==> src/rtl/sdr_rd_pkg.sv <==
// Shared types and widths for the SDRAM read-stream client.
package sdr_rd_pkg;

   localparam int DATA_W = 16;
   localparam int ADDR_W = 32;
   localparam int LEN_W  = 12;

   typedef enum logic [1:0] {
      IDLE  = 2'd0,
      REQ   = 2'd1,
      WAIT  = 2'd2,
      FLUSH = 2'd3
   } sdr_rd_state_t;

endpackage

==> src/rtl/sdr_rd_fifo.sv <==
// First-word-fall-through FIFO: the head word is always visible on dout_o,
// and the count and the full/empty flags come straight from registers.
module sdr_rd_fifo #(
   parameter int  WIDTH = 16,
   parameter int  DEPTH = 16,
   localparam int AW    = (DEPTH > 1) ? $clog2(DEPTH) : 1,
   localparam int CW    = $clog2(DEPTH + 1)
) (
   input  logic             clk,
   input  logic             rst_n,
   input  logic             push_i,
   input  logic [WIDTH-1:0] din_i,
   input  logic             pop_i,
   output logic [WIDTH-1:0] dout_o,
   output logic [CW-1:0]    count_o,
   output logic             full_o,
   output logic             empty_o
);

   logic [WIDTH-1:0] mem_q [DEPTH];
   logic [AW-1:0]    wr_ptr_q, rd_ptr_q;
   logic [CW-1:0]    count_q, count_d;
   logic             full_q, empty_q;
   logic             do_push, do_pop;

   // A pop frees a slot in the same cycle, so push-while-full is fine with a pop.
   assign do_pop  = pop_i && !empty_q;
   assign do_push = push_i && (!full_q || do_pop);

   // Occupancy next state; simultaneous push and pop leaves it unchanged.
   always_comb begin
      count_d = count_q;
      if (do_push && !do_pop)
         count_d = count_q + CW'(1);
      else if (!do_push && do_pop)
         count_d = count_q - CW'(1);
   end

   // Storage, pointers and registered flags; pointers wrap since DEPTH is 2^n.
   always_ff @(posedge clk or negedge rst_n) begin
      if (!rst_n) begin
         for (int i = 0; i < DEPTH; i++) mem_q[i] <= '0;
         wr_ptr_q <= '0;
         rd_ptr_q <= '0;
         count_q  <= '0;
         full_q   <= 1'b0;
         empty_q  <= 1'b1;
      end else begin
         if (do_push) begin
            mem_q[wr_ptr_q] <= din_i;
            wr_ptr_q        <= wr_ptr_q + AW'(1);
         end
         if (do_pop)
            rd_ptr_q <= rd_ptr_q + AW'(1);
         count_q <= count_d;
         full_q  <= (count_d == CW'(DEPTH));
         empty_q <= (count_d == '0);
      end
   end

   assign dout_o  = mem_q[rd_ptr_q];
   assign count_o = count_q;
   assign full_o  = full_q;
   assign empty_o = empty_q;

endmodule

==> src/rtl/sdr_rd_stream.sv <==
// Read-side streaming client: issues burst reads to sdr_top, buffers the
// returned words and hands them downstream on a valid/ready stream.
module sdr_rd_stream
   import sdr_rd_pkg::*;
#(
   parameter int BURST_LEN  = 8,
   parameter int FIFO_DEPTH = 16
) (
   input  logic              clk,
   input  logic              rst_n,
   input  logic              start,
   input  logic [ADDR_W-1:0] rd_base_addr,
   input  logic [LEN_W-1:0]  rd_len,
   output logic              busy,
   output logic              done,
   output logic              err,
   output logic              sdr_rd_req,
   output logic [ADDR_W-1:0] sdr_raddr,
   input  logic [DATA_W-1:0] sdr_rdata_out,
   input  logic              sdr_rd_vld,
   output logic [DATA_W-1:0] dout,
   output logic              dout_vld,
   input  logic              dout_rdy
);

   localparam int CW  = $clog2(FIFO_DEPTH + 1);
   localparam int CNW = CW + 1;
   localparam int BW  = $clog2(BURST_LEN + 1);

   sdr_rd_state_t     state_q;
   logic [ADDR_W-1:0] addr_q, raddr_q, next_addr;
   logic [LEN_W-1:0]  req_left_q, out_left_q, req_left_nxt;
   logic [BW-1:0]     beat_q;
   logic              busy_q, done_q, err_q, req_q;

   logic              in_wait, push, push_ok, pop, last_beat, space_ok;
   logic [CNW-1:0]    cnt_nxt;
   logic [CW-1:0]     fifo_cnt;
   logic              fifo_full, fifo_empty;
   logic [DATA_W-1:0] fifo_dout;

   sdr_rd_fifo #(
      .WIDTH (DATA_W),
      .DEPTH (FIFO_DEPTH)
   ) u_fifo (
      .clk     (clk),
      .rst_n   (rst_n),
      .push_i  (push),
      .din_i   (sdr_rdata_out),
      .pop_i   (pop),
      .dout_o  (fifo_dout),
      .count_o (fifo_cnt),
      .full_o  (fifo_full),
      .empty_o (fifo_empty)
   );

   // Beats past the requested length (tail of the last burst) are not pushed.
   assign in_wait      = (state_q == WAIT);
   assign push         = in_wait && sdr_rd_vld && (req_left_q != '0);
   assign pop          = !fifo_empty && dout_rdy;
   assign push_ok      = push && (!fifo_full || pop);
   assign last_beat    = in_wait && sdr_rd_vld && (beat_q == BW'(BURST_LEN - 1));
   assign req_left_nxt = push ? req_left_q - LEN_W'(1) : req_left_q;
   assign next_addr    = addr_q + ADDR_W'(BURST_LEN);

   // Space is judged on the occupancy after this edge, so a request decided
   // now is backed by room for a whole burst when its beats arrive.
   assign cnt_nxt  = CNW'(fifo_cnt) + CNW'(push_ok) - CNW'(pop);
   assign space_ok = (cnt_nxt <= CNW'(FIFO_DEPTH - BURST_LEN));

   // Control FSM; req_q high while in REQ means the request is on the bus now.
   always_ff @(posedge clk or negedge rst_n) begin
      if (!rst_n) begin
         state_q    <= IDLE;
         addr_q     <= '0;
         raddr_q    <= '0;
         req_left_q <= '0;
         out_left_q <= '0;
         beat_q     <= '0;
         busy_q     <= 1'b0;
         done_q     <= 1'b0;
         err_q      <= 1'b0;
         req_q      <= 1'b0;
      end else begin
         req_q  <= 1'b0;
         done_q <= 1'b0;
         if (pop && (out_left_q != '0))
            out_left_q <= out_left_q - LEN_W'(1);

         case (state_q)
            IDLE: begin
               if (start) begin
                  addr_q     <= rd_base_addr;
                  req_left_q <= rd_len;
                  out_left_q <= rd_len;
                  err_q      <= 1'b0;
                  if (rd_len == '0) begin
                     done_q <= 1'b1;
                  end else begin
                     state_q <= REQ;
                     busy_q  <= 1'b1;
                     if (space_ok) begin
                        req_q   <= 1'b1;
                        raddr_q <= rd_base_addr;
                     end
                  end
               end
            end
            REQ: begin
               if (req_q) begin
                  state_q <= WAIT;
                  beat_q  <= '0;
               end else if (space_ok) begin
                  req_q   <= 1'b1;
                  raddr_q <= addr_q;
               end
            end
            WAIT: begin
               if (sdr_rd_vld) begin
                  req_left_q <= req_left_nxt;
                  if (last_beat) begin
                     beat_q <= '0;
                     addr_q <= next_addr;
                     if (req_left_nxt != '0) begin
                        state_q <= REQ;
                        if (space_ok) begin
                           req_q   <= 1'b1;
                           raddr_q <= next_addr;
                        end
                     end else begin
                        state_q <= FLUSH;
                     end
                  end else begin
                     beat_q <= beat_q + BW'(1);
                  end
               end
            end
            FLUSH: begin
               if (out_left_q == '0) begin
                  done_q  <= 1'b1;
                  busy_q  <= 1'b0;
                  state_q <= IDLE;
               end
            end
            default: state_q <= IDLE;
         endcase

         // Stray beats and overflow drops are sticky errors (win over a clear).
         if ((sdr_rd_vld && !in_wait) || (push && !push_ok))
            err_q <= 1'b1;
      end
   end

   assign busy       = busy_q;
   assign done       = done_q;
   assign err        = err_q;
   assign sdr_rd_req = req_q;
   assign sdr_raddr  = raddr_q;
   assign dout       = fifo_dout;
   assign dout_vld   = !fifo_empty;

endmodule

==> config.mk <==
export PLATFORM = sky130hd
export DESIGN_NAME = sdr_rd_stream
export DESIGN_NICKNAME = d
export VERILOG_FILES = /design/src/rtl/sdr_rd_pkg.sv /design/src/rtl/sdr_rd_fifo.sv /design/src/rtl/sdr_rd_stream.sv
export SDC_FILE = /design/constraint.sdc
export NUM_CORES = 1
export LEC_CHECK = 0
export ABC_CLOCK_PERIOD_IN_PS = 4860
export BUFFER_PORTS_ARGS = -buffer_cell sky130_fd_sc_hd__buf_4
export CAP_MARGIN = 20
export CORE_MARGIN = 2
export CORE_UTILIZATION = 27
export CTS_CLUSTER_DIAMETER = 200
export DETAILED_ROUTE_END_ITERATION = 10
export MAX_ROUTING_LAYER = met4
export SYNTH_ARGS = -nofsm -noshare
export SYNTH_HDL_FRONTEND = slang
export SYNTH_SLANG_ARGS = --single-unit
export TNS_END_PERCENT = 1
==> constraint.sdc <==
create_clock -name clk -period 4.86 [get_ports clk]
set_clock_uncertainty 0.15 [all_clocks]
set_input_delay 0.972 -clock clk [delete_from_list [all_inputs] [get_ports clk]]
set_output_delay 0.972 -clock clk [all_outputs]
set_load 0.005 [all_outputs]
# Word level (Yosys, flattened, before mapping)
# Index checks and enable logic that the tools add are counted.
# Widths: inputs -> output; s select.
dict set report word_totals {
  regBits 369
  latch_bits 0
  mem_bits_rw 0
  mem_bits_ro 0
  out_inout_bits 53
  wordCells 165
  n_memories 0
}
dict set report classes {
  addsub 10
  mul 0
  div 0
  order_cmp 4
  eq_ne 16
  shift 0
  n_mux 60
  bitwise 2
  n_reduce_logical 42
}
# op count
set op_table {}
lappend op_table {{$mux 32} 12}
lappend op_table {{$bwmux 256} 1}
lappend op_table {{$pmux 32 s3} 1}
lappend op_table {{$mux 12} 6}
lappend op_table {{$bmux 16 s4} 1}
lappend op_table {{$demux 16 s4} 1}
lappend op_table {{$pmux 32 s2} 1}
lappend op_table {{$mux 16} 3}
lappend op_table {{$reduce_bool 12->1} 3}
lappend op_table {{$add 32x4->32 const B} 1}
lappend op_table {{$logic_not 12->1} 2}
lappend op_table {{$pmux 12 s2} 1}
lappend op_table {{$sub 12x1->12 const B} 2}
lappend op_table {{$mux 1} 16}
lappend op_table {{$ne 2x2->1 const B} 8}
lappend op_table {{$mux 2} 7}
lappend op_table {{$logic_and 1x1->1} 13}
lappend op_table {{$add 4x1->4 const B} 3}
lappend op_table {{$mux 4} 3}
lappend op_table {{$ge 5x5->1 const B} 2}
lappend op_table {{$mux 5} 2}
lappend op_table {{$not 4->5} 2}
lappend op_table {{$reduce_and 10->1} 1}
lappend op_table {{$reduce_bool 2->1} 5}
lappend op_table {{other kinds (24)} 37}

# Longest topological paths before layout
# Gate-level depths: netlist of run 1.
dict set report logic_depth {
  ltp_word 12
  mapped_depth 18
  depth_no_buf 14
}

# Hierarchy
# Synthesis of run 1 repeated with hierarchy kept, for this count alone.
dict set report hier_totals {
  cells_unflattened 1559
  area_unflattened_um2 19414.9
}
# module instances cells_each area_each_um2 seq_area_each_um2
set modules_own_cells {}
lappend modules_own_cells {sdr_rd_fifo 1 747 12565.8 6782.8}
lappend modules_own_cells {sdr_rd_stream 1 812 6849.1 2452.4}

# Worst setup path after synthesis of run 1
# OpenSTA, ideal clock, no wires.
dict set report synth_path {
  kind {input to register}
  start {in sdr_rd_vld}
  end {reg raddr_q[0] (netlist: sdr_raddr[0])}
  arrival_time_ns 4.099
  required_time_ns 4.585
  path_slack_ns 0.486
  path_stages 14
  path_cell_list {clkbuf_2 -> nand2_1 -> a41oi_1 -> and2_0 -> buf_2 -> buf_2 -> ha_1 -> fa_1 -> nor3_1 -> o21a_1 -> a32oi_1 -> nor3_4 -> buf_12 -> mux2_4}
}
dict set report synth_between {
  elab_chain_len 8
  elab_cells_between_ends 16
  classes_between {add/sub (2); order compare (1); eq/ne (6); mux (1); reduce/logical (6)}
}
# item line
set synth_rtl {}
lappend synth_rtl {{start, declared} sdr_rd_stream.sv:20} ;# input logic sdr_rd_vld,
lappend synth_rtl {{$logic_and 1x1->1} {sdr_rd_stream.sv:59, sdr_rd_stream.sv:62}}
lappend synth_rtl {{$logic_and 1x1->1} sdr_rd_stream.sv:59} ;# assign push = in_wait && sdr_rd_vld && (req_left_q != '0);
lappend synth_rtl {{$logic_and 1x1->1} sdr_rd_stream.sv:61} ;# assign push_ok = push && (!fifo_full || pop);
lappend synth_rtl {{$add 5x1->6} sdr_rd_stream.sv:68} ;# assign cnt_nxt = CNW'(fifo_cnt) + CNW'(push_ok) - CNW'(pop);
lappend synth_rtl {{$sub 6x1->6} sdr_rd_stream.sv:68}
lappend synth_rtl {{$le 6x4->1} sdr_rd_stream.sv:69} ;# assign space_ok = (cnt_nxt <= CNW'(FIFO_DEPTH - BURST_LEN));
lappend synth_rtl {{$ne 2x2->1 (no line) / $ne 2x1->1 (equally long branches)} --}
lappend synth_rtl {{$reduce_and 10->1 (no line) *} --}
lappend synth_rtl {{end signal, assigned} sdr_rd_stream.sv:104} ;# raddr_q <= rd_base_addr;
lappend synth_rtl {{end signal, assigned} sdr_rd_stream.sv:115} ;# raddr_q <= addr_q;
lappend synth_rtl {{end signal, assigned} sdr_rd_stream.sv:128} ;# raddr_q <= next_addr;
lappend synth_rtl {{end, declared} sdr_rd_stream.sv:31} ;# logic [ADDR_W-1:0] addr_q, raddr_q, next_addr;
# Every way passes the cells marked *; elsewhere a longest branch is shown, timed or not.
# A chain may end at the register's enable or synchronous reset.

# Worst setup path after layout of run 1
dict set report layout_path {
  start {reg u_fifo.rd_ptr_q[0]}
  end {out dout[5]}
}
dict set report layout_between {
  elab_chain_len 4
}
# item line
set layout_rtl {}
lappend layout_rtl {{start, declared} sdr_rd_fifo.sv:21} ;# logic [AW-1:0] wr_ptr_q, rd_ptr_q;
lappend layout_rtl {{start signal, assigned} sdr_rd_fifo.sv:54} ;# rd_ptr_q <= rd_ptr_q + AW'(1);
lappend layout_rtl {{$not 4->5 (not written as such)} sdr_rd_fifo.sv:61} ;# assign dout_o = mem_q[rd_ptr_q];
lappend layout_rtl {{$bmux 16 s4} sdr_rd_fifo.sv:61}
lappend layout_rtl {{$mux 16 (not written as such) (2 in a row)} sdr_rd_fifo.sv:61}
lappend layout_rtl {{end, declared} sdr_rd_stream.sv:21} ;# output logic [DATA_W-1:0] dout,
# Every way passes these cells. The select of a mux whose other input is x is not followed.

==> out/results.tsv, run 1 <==
metric	value	unit
Inst Count DP	2463	
Tmin final	4.16	ns
vias	12600	
Worst path slowest cell	dfrtp_4	
CTS Buf Count	40	
critical path class	flip-flop to primary output	
leak pwr	9.91	nW
Critical R2R Capture	sdr_raddr[12]$_DFFE_PN0P_	
clk root buf	clkbuf_16	
post-route insts no fill	2538	
Fill cells	6998	
ys flop type	dfrtp_1	
I/O Buffers	117	
# DRC	0	
worst hold slack	0.322	ns
setup tns final	0	ns
Clk Latency, worst-skew pair	0.57	ns
worst-path maximum fanout	23	
Power Density	650	nW/um^2
First-pass DRT Iterations	5	
Core Area	69900	sq um
critical path capture point type	primary output	
WP buf/inv	2	
Worst Path Arrival	3.03	ns
initial antenna violation count	1	
Pwr Total	14.5	mW
Clock Sinks	369	
Die Wd	270	um
Req. time, crit path	3.74	ns
Largest stage delay, worst path	0.76	ns
Die ar.	72600	sq um
vias in the first global route	13100	
IO Count	118	
synth unique cells	77	
pre-CTS setup slack	0.581	ns
DRT antenna net count	0	
highest attainable clock frequency	0.241	GHz
nets	1660	
post-CTS setup buffer count	0	
Post-DP Area	20800	sq um
GRT Resource Usage Total	13.6	%
grt ovf	0	
Post-Route WL	48300	um
die height	270	um
Crit path max-delay family	multiplexers	
maximum VDD drop	356	uV
Post-Syn Nets	1589	
cell area after synthesis	19000	sq um
Max Cap Violations	0	
Post-synth ARST share	100	%
CTS Hold Bufs	0	
flip-flop and latch count after synthesis	369	
CTS H-Tree Depth	2	
initial DRC count	855	
vias per cell	4.98	
worst slew pin tran	0.961	ns
Setup-failing EPs final	0	
synth-to-layout area growth	17.1	%
final slew viol count	0	
number of core rows	97	
worst path cell trace	buf_4 -> mux4_2 -> mux4_2 -> buf_4	
Hold Crit Class	input pin to async pin	
pin count of the biggest net entering global routing	102	
clock tree from TritonCTS	built	
Worst Reg-to-Reg Cells	14	
Layout Utilization	31.9	%
status	finished clean	
register area share after synthesis	48.5	%
CTS max path bufs	3	
Post-synth EDFFs	0	
Gate Count Post-Synth	1495	
post-route setup slack	0.705	ns
R2R Path Start	state_q[0]$_DFFE_PN0P_	
Final Hold Fails	0	
Mean Syn Cell Area	12.7	sq um
Routed WL per cell	19.0	um
Detailed Place HPWL	30200	um
Initial Utilization	27.2	%
Reg clk slew, reported paths	0.06	ns
first-pass GRT wire length	76900	um
Yosys warnings	0	
Placer Congestion	0.814	
ratio of cells with drive above 1 in the final layout	38.9	%
flop2flop setup slack	0.88	ns
CTS resizes	0	
crit share post-route	85.5	%
RSZ-0062 raised after global routing	no	
Startpoint Class	flip-flop	
Post-Layout Inst Area	22300	sq um
worst rel slew slack	35.8	%
## kinds of logic (layout without fill, tap and decap cells)
| family | after synthesis | in the layout | share of synthesized area [%] |
|---|---|---|---|
| muxes | 388 | 388 | 28.1 |
| DFF | 369 | 369 | 48.5 |
| and+or+nand+nor | 281 | 281 | 7.97 |
| AOI/OAI and AO/OA | 239 | 239 | 7.78 |
| buffers and inverters | 142 | 244 | 3.50 |
| xor gates and xnor gates | 47 | 47 | 2.16 |
| adders and majority gates | 29 | 29 | 1.95 |
| other | 0 | 1 | 0 |
## worst register-to-register path: cells and delay by family (launching register included)
| kind | cells | cell delay [ns] |
|---|---|---|
| DFF | 1 | 0.41 |
| buffers and inverters | 3 | 0.60 |
| adders and majority gates | 3 | 0.91 |
| AOI/OAI and AO/OA | 3 | 0.56 |
| and+or+nand+nor | 4 | 0.81 |
| muxes | 1 | 0.42 |
## area by class of cell
class | instances | area (sq um) | share of cell area (%)
Timing Repair Buffer | 140 | 1150 | 5.14
Antenna cell | 1 | 2.50 | 0.0112
Inverter | 31 | 116 | 0.522
Clock buffer | 55 | 1170 | 5.24
Clock inverter | 18 | 284 | 1.27
Sequential cell | 369 | 9240 | 41.5
Tap cell | 940 | 1180 | 5.28
Multi-Input combinational cell | 984 | 9150 | 41.1
## synth_stat cells, types with 20 or more instances
master	count	area, sq um
buf_2	20	100
o22ai_1	34	213
mux4_2	80	1800
dfrtp_1	368	9210
nand2_1	72	270
xnor2_1	26	228
inv_1	28	105
clkbuf_1	65	244
ha_1	28	350
a21oi_1	80	400
mux2_4	29	435
mux2_2	261	2940
nor2_1	70	263
a22oi_1	29	218
nand3_1	33	165
xor2_1	21	184
o21ai_0	42	210
## power by group
part,internal [mW],switching (mW),total (mW)
registers,4.21,1.04,5.25
logic,3.15,2.77,5.91
clock network,2.01,1.31,3.33
total,9.36,5.12,14.5
## metal layers
| metal | up-vias | wire length, um | GRT usage [%] |
|---|---|---|---|
| met2 | 299 | 23900 | 22.4 |
| met5 | - | 0 | - |
| met4 | 0 | 1030 | 3.48 |
| met1 | 6551 | 21100 | 17.3 |
| li1 | 5708 | - | - |
| met3 | 72 | 2290 | 2.48 |
## cell usage in the layout (no fill, tap or decap), drive strengths merged, types with 7 or more instances in the layout
cell type,n
a21oi,80
a22oi,29
a31oi,12
and3,11
and4,7
buf,140
clkbuf,55
clkinv,10
dfrtp,368
ha,28
inv,30
mux2,290
mux2i,18
mux4,80
nand2,72
nand3,46
nand4,13
nor2,70
nor3,12
nor4,17
o21ai,43
o22ai,34
or3,9
xnor2,26
xor2,21
## state kept, by name, summed over array words and instances (netlist names), 2 cells and up
register,cells
u_fifo.wr_ptr_q,4
u_fifo.count_o,5
state_q,2
beat_q,4
out_left_q,12
sdr_raddr,32
u_fifo.mem_q,256
addr_q,32
req_left_q,12
u_fifo.rd_ptr_q,4
## worst max path at each step
stage | from | endpoint | slack (ns) | depth (start not counted)
final | u_fifo.rd_ptr_q[0]$_DFFE_PN0P_ | dout[5] | 0.70 | 4
after global routing | u_fifo.rd_ptr_q[0]$_DFFE_PN0P_ | dout[5] | 0.54 | 4
after CTS | u_fifo.rd_ptr_q[0]$_DFFE_PN0P_ | dout[13] | 0.62 | 4
after detailed placement | sdr_rd_vld | sdr_raddr[12]$_DFFE_PN0P_ | 0.58 | 13
after global placement | sdr_rd_vld | sdr_raddr[31]$_DFFE_PN0P_ | 0.65 | 14
after floorplan | sdr_rd_vld | sdr_raddr[0]$_DFFE_PN0P_ | 0.49 | 14
Power figures use the tool's default switching activity.
==> run 2, diff against run 1 <==
Settings changed: HOLD_SLACK_MARGIN set to 0.02, SYNTH_HIERARCHICAL set to 1.
==> run 2 against run 1 <==
Total power increased by 9.3%; register-to-register slack got worse by 0.58 ns; largest power group unchanged; via count increased by 5.0%; synthesized cell count increased by 4.3%; global-route usage increased by 0.66 points; maximum frequency decreased by 9.0%; non-clock buffer count increased by 11; count of clock-buffer cells in the layout increased by 7; clock power increased by 2%; synthesized area increased by 2.0%; final area increased by 1.8%; utilization decreased by 0.095 points.
==> out/results.tsv, run 2 <==
metric	value	unit
Post-synth EDFFs	0	
Routed WL per cell	19.5	um
initial DRC count	907	
Req. time, crit path	5.16	ns
commonest non-fill, non-tap cell in the layout	dfrtp_1	
critical path capture point type	flip-flop	
Most flops, register	u_fifo/mem_q	
die height	272	um
synth unique cells	78	
number of diodes	0	
flip-flop and latch count after synthesis	369	
CTS max path bufs	3	
Max Cap Violations	0	
Post-Route WL	51200	um
Core Area	71400	sq um
CTS resizes	0	
leak pwr	9.80	nW
crit share post-route	93.9	%
Tmin final	4.56	ns
CTS H-Tree Depth	2	
Initial Utilization	27.2	%
CTS Hold Bufs	0	
Power Density	698	nW/um^2
Hold Crit Class	input pin to async pin	
most instantiated cells after synthesis	368 x dfrtp_1, 254 x mux2_2, 80 x mux4_2	
GRT Resource Usage Total	14.3	%
synth-to-layout area growth	16.8	%
cell area after synthesis	19400	sq um
Setup-failing EPs final	0	
vias	13300	
post-CTS setup buffer count	0	
# DRC	0	
IO Count	118	
highest attainable clock frequency	0.219	GHz
register area share after synthesis	47.6	%
Layout Utilization	31.8	%
grt ovf	0	
Die ar.	74100	sq um
Detailed Place HPWL	32700	um
final slew viol count	0	
Gate Count Post-Synth	1559	
ratio of cells with drive above 1 in the final layout	36.7	%
vias per cell	5.06	
critical path class	flip-flop to flip-flop	
setup tns final	0	ns
RSZ-0062 raised after global routing	no	
Final Hold Fails	0	
post-synth top area share	47.4	%
vias in the first global route	13800	
Clock Sinks	369	
DRT antenna net count	0	
Post-Syn Nets	1650	
Mean Syn Cell Area	12.5	sq um
first-pass GRT wire length	81500	um
Yosys top cell by area	dfrtp_1	
Post-synth ARST share	100	%
status	finished clean	
worst hold slack	0.266	ns
Reg clk slew, reported paths	0.06	ns
pin count of the biggest net entering global routing	110	
Worst Path Arrival	4.87	ns
clock tree from TritonCTS	built	
number of core rows	98	
Post-DP Area	21200	sq um
Placer Congestion	0.861	
R2R Path Start	req_left_q[0]$_DFFE_PN0P_	
leading cell type by number of instances after synthesis	dfrtp_1	
worst rel slew slack	22.7	%
max reg flops	256	
initial antenna violation count	0	
CTS Buf Count	42	
ys flop type	dfrtp_1	
nets	1730	
Die Wd	272	um
ranking of synthesized cells by area	dfrtp_1 47%, mux2_2 15%, mux4_2 9.3%, mux2_4 2.2%, o21ai_0 2.0%	
Yosys warnings	6	
maximum VDD drop	483	uV
commonest cells after routing, fill and taps aside	365 x dfrtp_1, 254 x mux2_2, 142 x buf_4	
clk root buf	clkbuf_16	
I/O Buffers	117	
crit path from	req_left_q[0]$_DFFE_PN0P_	
Clk Latency, worst-skew pair	0.59	ns
worst-path maximum fanout	25	
Post-Layout Inst Area	22700	sq um
Startpoint Class	flip-flop	
First-pass DRT Iterations	5	
worst slew pin tran	1.16	ns
==> run 2: cell types whose count changed after synthesis, sizes merged, moves of 7 or more <==
cell     delta
nand4       +8
nor2b      +11
xor2       -11
xnor2      -10
a21oi       -9
o21ai      +35
a2bb2oi     +7
nor3       +10
inv        +15
nand3       +7
a22oi      -25
==> run 2: kinds of logic after synthesis <==
family	after synthesis	synth area share (%)
adder cells (fa/ha/maj)	26	1.71
buffers and inverters	161	4.26
flip-flops	369	47.6
AND/OR/NAND/NOR	323	9.20
AO/OA/AOI/OAI	271	8.78
multiplexers	383	27.3
XOR/XNOR	26	1.17
==> run 2: critical path: stages, from the launching register on <==
cell and delay, ns:
dfrtp_1 0.43, inv_1 0.10, ha_1 0.20, or4b_4 0.53, o41ai_4 0.44, a21oi_1 0.08
ha_1 0.23, fa_1 0.41, xor2_1 0.15, o32a_1 0.28, a211o_1 0.33, o2bb2ai_1 0.18
o311a_4 0.33, buf_12 0.24, mux2_2 0.36
==> run 2: per-layer routing <==
metal,part of all wire [%],GRT usage (%),up-vias
met4,2.4,3.90,0
met1,44,18.6,6831
li1,-,-,5972
met3,4.6,2.40,95
met5,0,-,-
met2,49,23.1,358
==> run 2: power breakdown <==
| part | internal, mW | switching, mW |
|---|---|---|
| clock | 2.04 | 1.37 |
| combinational | 3.65 | 3.10 |
| sequential | 4.46 | 1.21 |
| total | 10.1 | 5.69 |
==> run 2: path summary, 6_finish.rpt <==
path / end / slack (ns) / depth (start not counted)
max in group asynchronous: u_fifo/mem_q[106]$_DFFE_PN0P_ / 3.13 / 2
min in group clk: addr_q[2]$_DFFE_PN0P_ / 0.34 / 2
hold reg to reg: addr_q[2]$_DFFE_PN0P_ / 0.34 / 2
hold / removal: u_fifo/mem_q[243]$_DFFE_PN0P_ / 0.27 / 1
setup reg to reg: sdr_raddr[22]$_DFFE_PN0P_ / 0.30 / 14
setup / recovery: sdr_raddr[22]$_DFFE_PN0P_ / 0.30 / 14
==> run 2: cell type report <==
| cell class | count | area, sq um |
|---|---|---|
| clock buffer | 62 | 1230 |
| tap | 950 | 1190 |
| inverter | 46 | 173 |
| multi-input combinational | 1029 | 9360 |
| fill | 7117 | 48700 |
| sequential | 369 | 9240 |
| timing repair buffer | 151 | 1230 |
| clock inverter | 15 | 268 |
==> run 2: per-stage QoR <==
stage | power [mW] | std cells | worst slack [ns]
detailed placement | 12.5 | 2543 | 0.295
finish | 15.8 | 2622 | 0.295
global route | 16.9 | 2622 | 0.0763
floorplan | 10.5 | 1559 | 0.807
CTS | 16.0 | 2620 | 0.276
global placement | 12.2 | 2543 | 0.359
==> run 3, diff against run 2 <==
--- a/config.mk
+++ b/config.mk
@@ -9,3 +9,3 @@
 export BUFFER_PORTS_ARGS = -buffer_cell sky130_fd_sc_hd__buf_4
-export CAP_MARGIN = 20
+export CAP_MARGIN = 30
 export CORE_MARGIN = 2
@@ -16,2 +16,3 @@
 export MAX_ROUTING_LAYER = met4
+export PLACE_DENSITY = 0.4
 export SYNTH_ARGS = -nofsm -noshare
==> constraint.sdc (replaced) <==
create_clock -name clk -period 4.86 [get_ports clk]
set_clock_uncertainty 0.15 [all_clocks]
set_input_delay 0.486 -clock clk [delete_from_list [all_inputs] [get_ports clk]]
set_output_delay 0.486 -clock clk [all_outputs]
set_load 0.005 [all_outputs]
==> run 3 against run 2 <==
Flip-flop and latch count did not move; critical endpoint is now sdr_raddr[3]$_DFFE_PN0P_; first-iteration DRC count decreased by 12%; count of clock-buffer cells in the layout rose by 8; highest routed layer unchanged; total power increased by 0.11%.
==> out/results.tsv, run 3 (synthesized netlist as in run 2, its figures left out) <==
metric	value	unit
Most flops, register	u_fifo/mem_q	
Pint	10.1	mW
First-pass DRT Iterations	5	
max reg flops	256	
Clk pwr share	21.3	%
Core Area	71400	sq um
Logic pwr share	43.3	%
Hold Crit Class	input pin to flip-flop	
critical path capture point type	flip-flop	
highest attainable clock frequency	0.226	GHz
final slew viol count	0	
CTS max path bufs	3	
RSZ-0062 raised after global routing	no	
sw frac	36.2	%
Startpoint Class	flip-flop	
Clock Sinks	369	
number of core rows	98	
Worst Path Arrival	4.71	ns
vias	13000	
setup tns final	0	ns
Setup-failing EPs final	0	
Tmin final	4.42	ns
leak pwr	9.85	nW
Req. time, crit path	5.16	ns
synth-to-layout area growth	17.5	%
crit path from	req_left_q[0]$_DFFE_PN0P_	
flop2flop setup slack	0.44	ns
nets	1744	
Initial Utilization	27.2	%
crit share post-route	90.9	%
Routed WL per cell	20.9	um
# DRC	0	
Final Hold Fails	0	
R2R Path Start	req_left_q[0]$_DFFE_PN0P_	
IO Count	118	
Net Sw Power	5.75	mW
grt ovf	0	
Post-Route WL	55000	um
first-pass GRT wire length	85800	um
Die Wd	272	um
worst rel slew slack	33.8	%
vias in the first global route	13700	
initial DRC count	802	
CTS resizes	0	
critical path class	flip-flop to flip-flop	
I/O Buffers	117	
Pwr Total	15.9	mW
die height	272	um
ratio of cells with drive above 1 in the final layout	35.8	%
Reg clk slew, reported paths	0.06	ns
Placer Congestion	0.797	
pin count of the biggest net entering global routing	117	
Worst Reg-to-Reg Cells	14	
commonest cells after routing, fill and taps aside	366 x dfrtp_1, 254 x mux2_2, 134 x buf_4	
maximum VDD drop	294	uV
Clk Latency, worst-skew pair	0.59	ns
Critical R2R Capture	sdr_raddr[3]$_DFFE_PN0P_	
CTS Buf Count	45	
vias per cell	4.94	
hold path depth	3	
DRT antenna net count	0	
power share of the sequential group	35.5	%
clock tree from TritonCTS	built	
initial antenna violation count	1	
Detailed Place HPWL	34100	um
status	finished clean	
Die ar.	74100	sq um
Max Cap Violations	0	
clk root buf	clkbuf_16	
worst slew pin tran	0.990	ns
Power Density	695	nW/um^2
commonest non-fill, non-tap cell in the layout	dfrtp_1	
worst-path maximum fanout	14	
Worst Setup EP	sdr_raddr[3]$_DFFE_PN0P_	
CTS H-Tree Depth	2	
GRT Resource Usage Total	15.5	%
run 3: changes by cell type in the layout (fill, tap and decap cells not counted), moves of 3 or more:
cell	delta
clkbuf_8	+4
dlygate4sd3_1	+20
clkbuf_16	+3
bufinv_16	-4
buf_4	-8
run 3: worst max-delay path: stages (launching register included):
cell	delay [ns]
dfrtp_1	0.43
inv_1	0.10
ha_1	0.20
or4b_4	0.53
o41ai_4	0.44
a21oi_1	0.08
ha_1	0.22
fa_1	0.40
xor2_1	0.15
o32a_1	0.29
a211o_1	0.31
o2bb2ai_1	0.18
o311a_4	0.32
buf_12	0.19
mux2_4	0.31
run 3: power by group through the flow:
| stage | registers (mW) | clock network (mW) | logic (mW) |
|---|---|---|---|
| after global routing | 5.85 | 3.64 | 7.54 |
| after floorplan | 5.10 | 0 | 5.35 |
| after CTS | 5.63 | 3.51 | 7.00 |
| after detailed placement | 5.67 | 0 | 6.96 |
| final | 5.63 | 3.37 | 6.86 |
| after global placement | 5.63 | 0 | 6.87 |
run 3: cell type report:
type,count,area (sq um)
flip-flops and latches,369,9240
diodes,1,2.50
fillers,7188,48600
clock inverters,9,114
multi-input cells,1029,9360
repair buffers,162,1370
inverters,46,173
well taps,950,1190
clock buffers,70,1360
run 3: metrics by stage:
stage	utilization (%)	std cells	setup slack [ns]	area, sq um	hold slack (ns)
floorplan	-	1559	0.807	19400	0.0404
global placement	29.6	2535	0.444	21100	0.311
detailed placement	29.6	2536	0.430	21100	0.329
CTS	32.0	2635	0.406	22800	0.0214
global route	32.0	2636	0.156	22800	0.0395
finish	32.0	2636	0.440	22800	0.0586
run 3: worst min-delay path by stage:
stage	from	to	slack [ns]
after floorplan	rst_n	addr_q[0]$_DFFE_PN0P_	0.04
after global placement	addr_q[0]$_DFFE_PN0P_	addr_q[0]$_DFFE_PN0P_	0.31
after detailed placement	addr_q[2]$_DFFE_PN0P_	addr_q[2]$_DFFE_PN0P_	0.33
after CTS	rd_base_addr[8]	addr_q[8]$_DFFE_PN0P_	0.02
after global routing	rd_base_addr[7]	addr_q[7]$_DFFE_PN0P_	0.04
final	rd_len[4]	out_left_q[4]$_DFF_PN0_	0.06
run 3: routing by layer:
metal / part of all wire [%] / global-route usage, %
met1: 46 / 20.3
met2: 47 / 24.8
met3: 4.1 / 2.63
met4: 2.1 / 4.03
met5: 0 / -
run 3: repair_timing:
item / 4_1_cts / 5_1_grt
setup buffers: 0 / 0
hold endpoints to repair: 115 / 0
hold buffers: 20 / 0
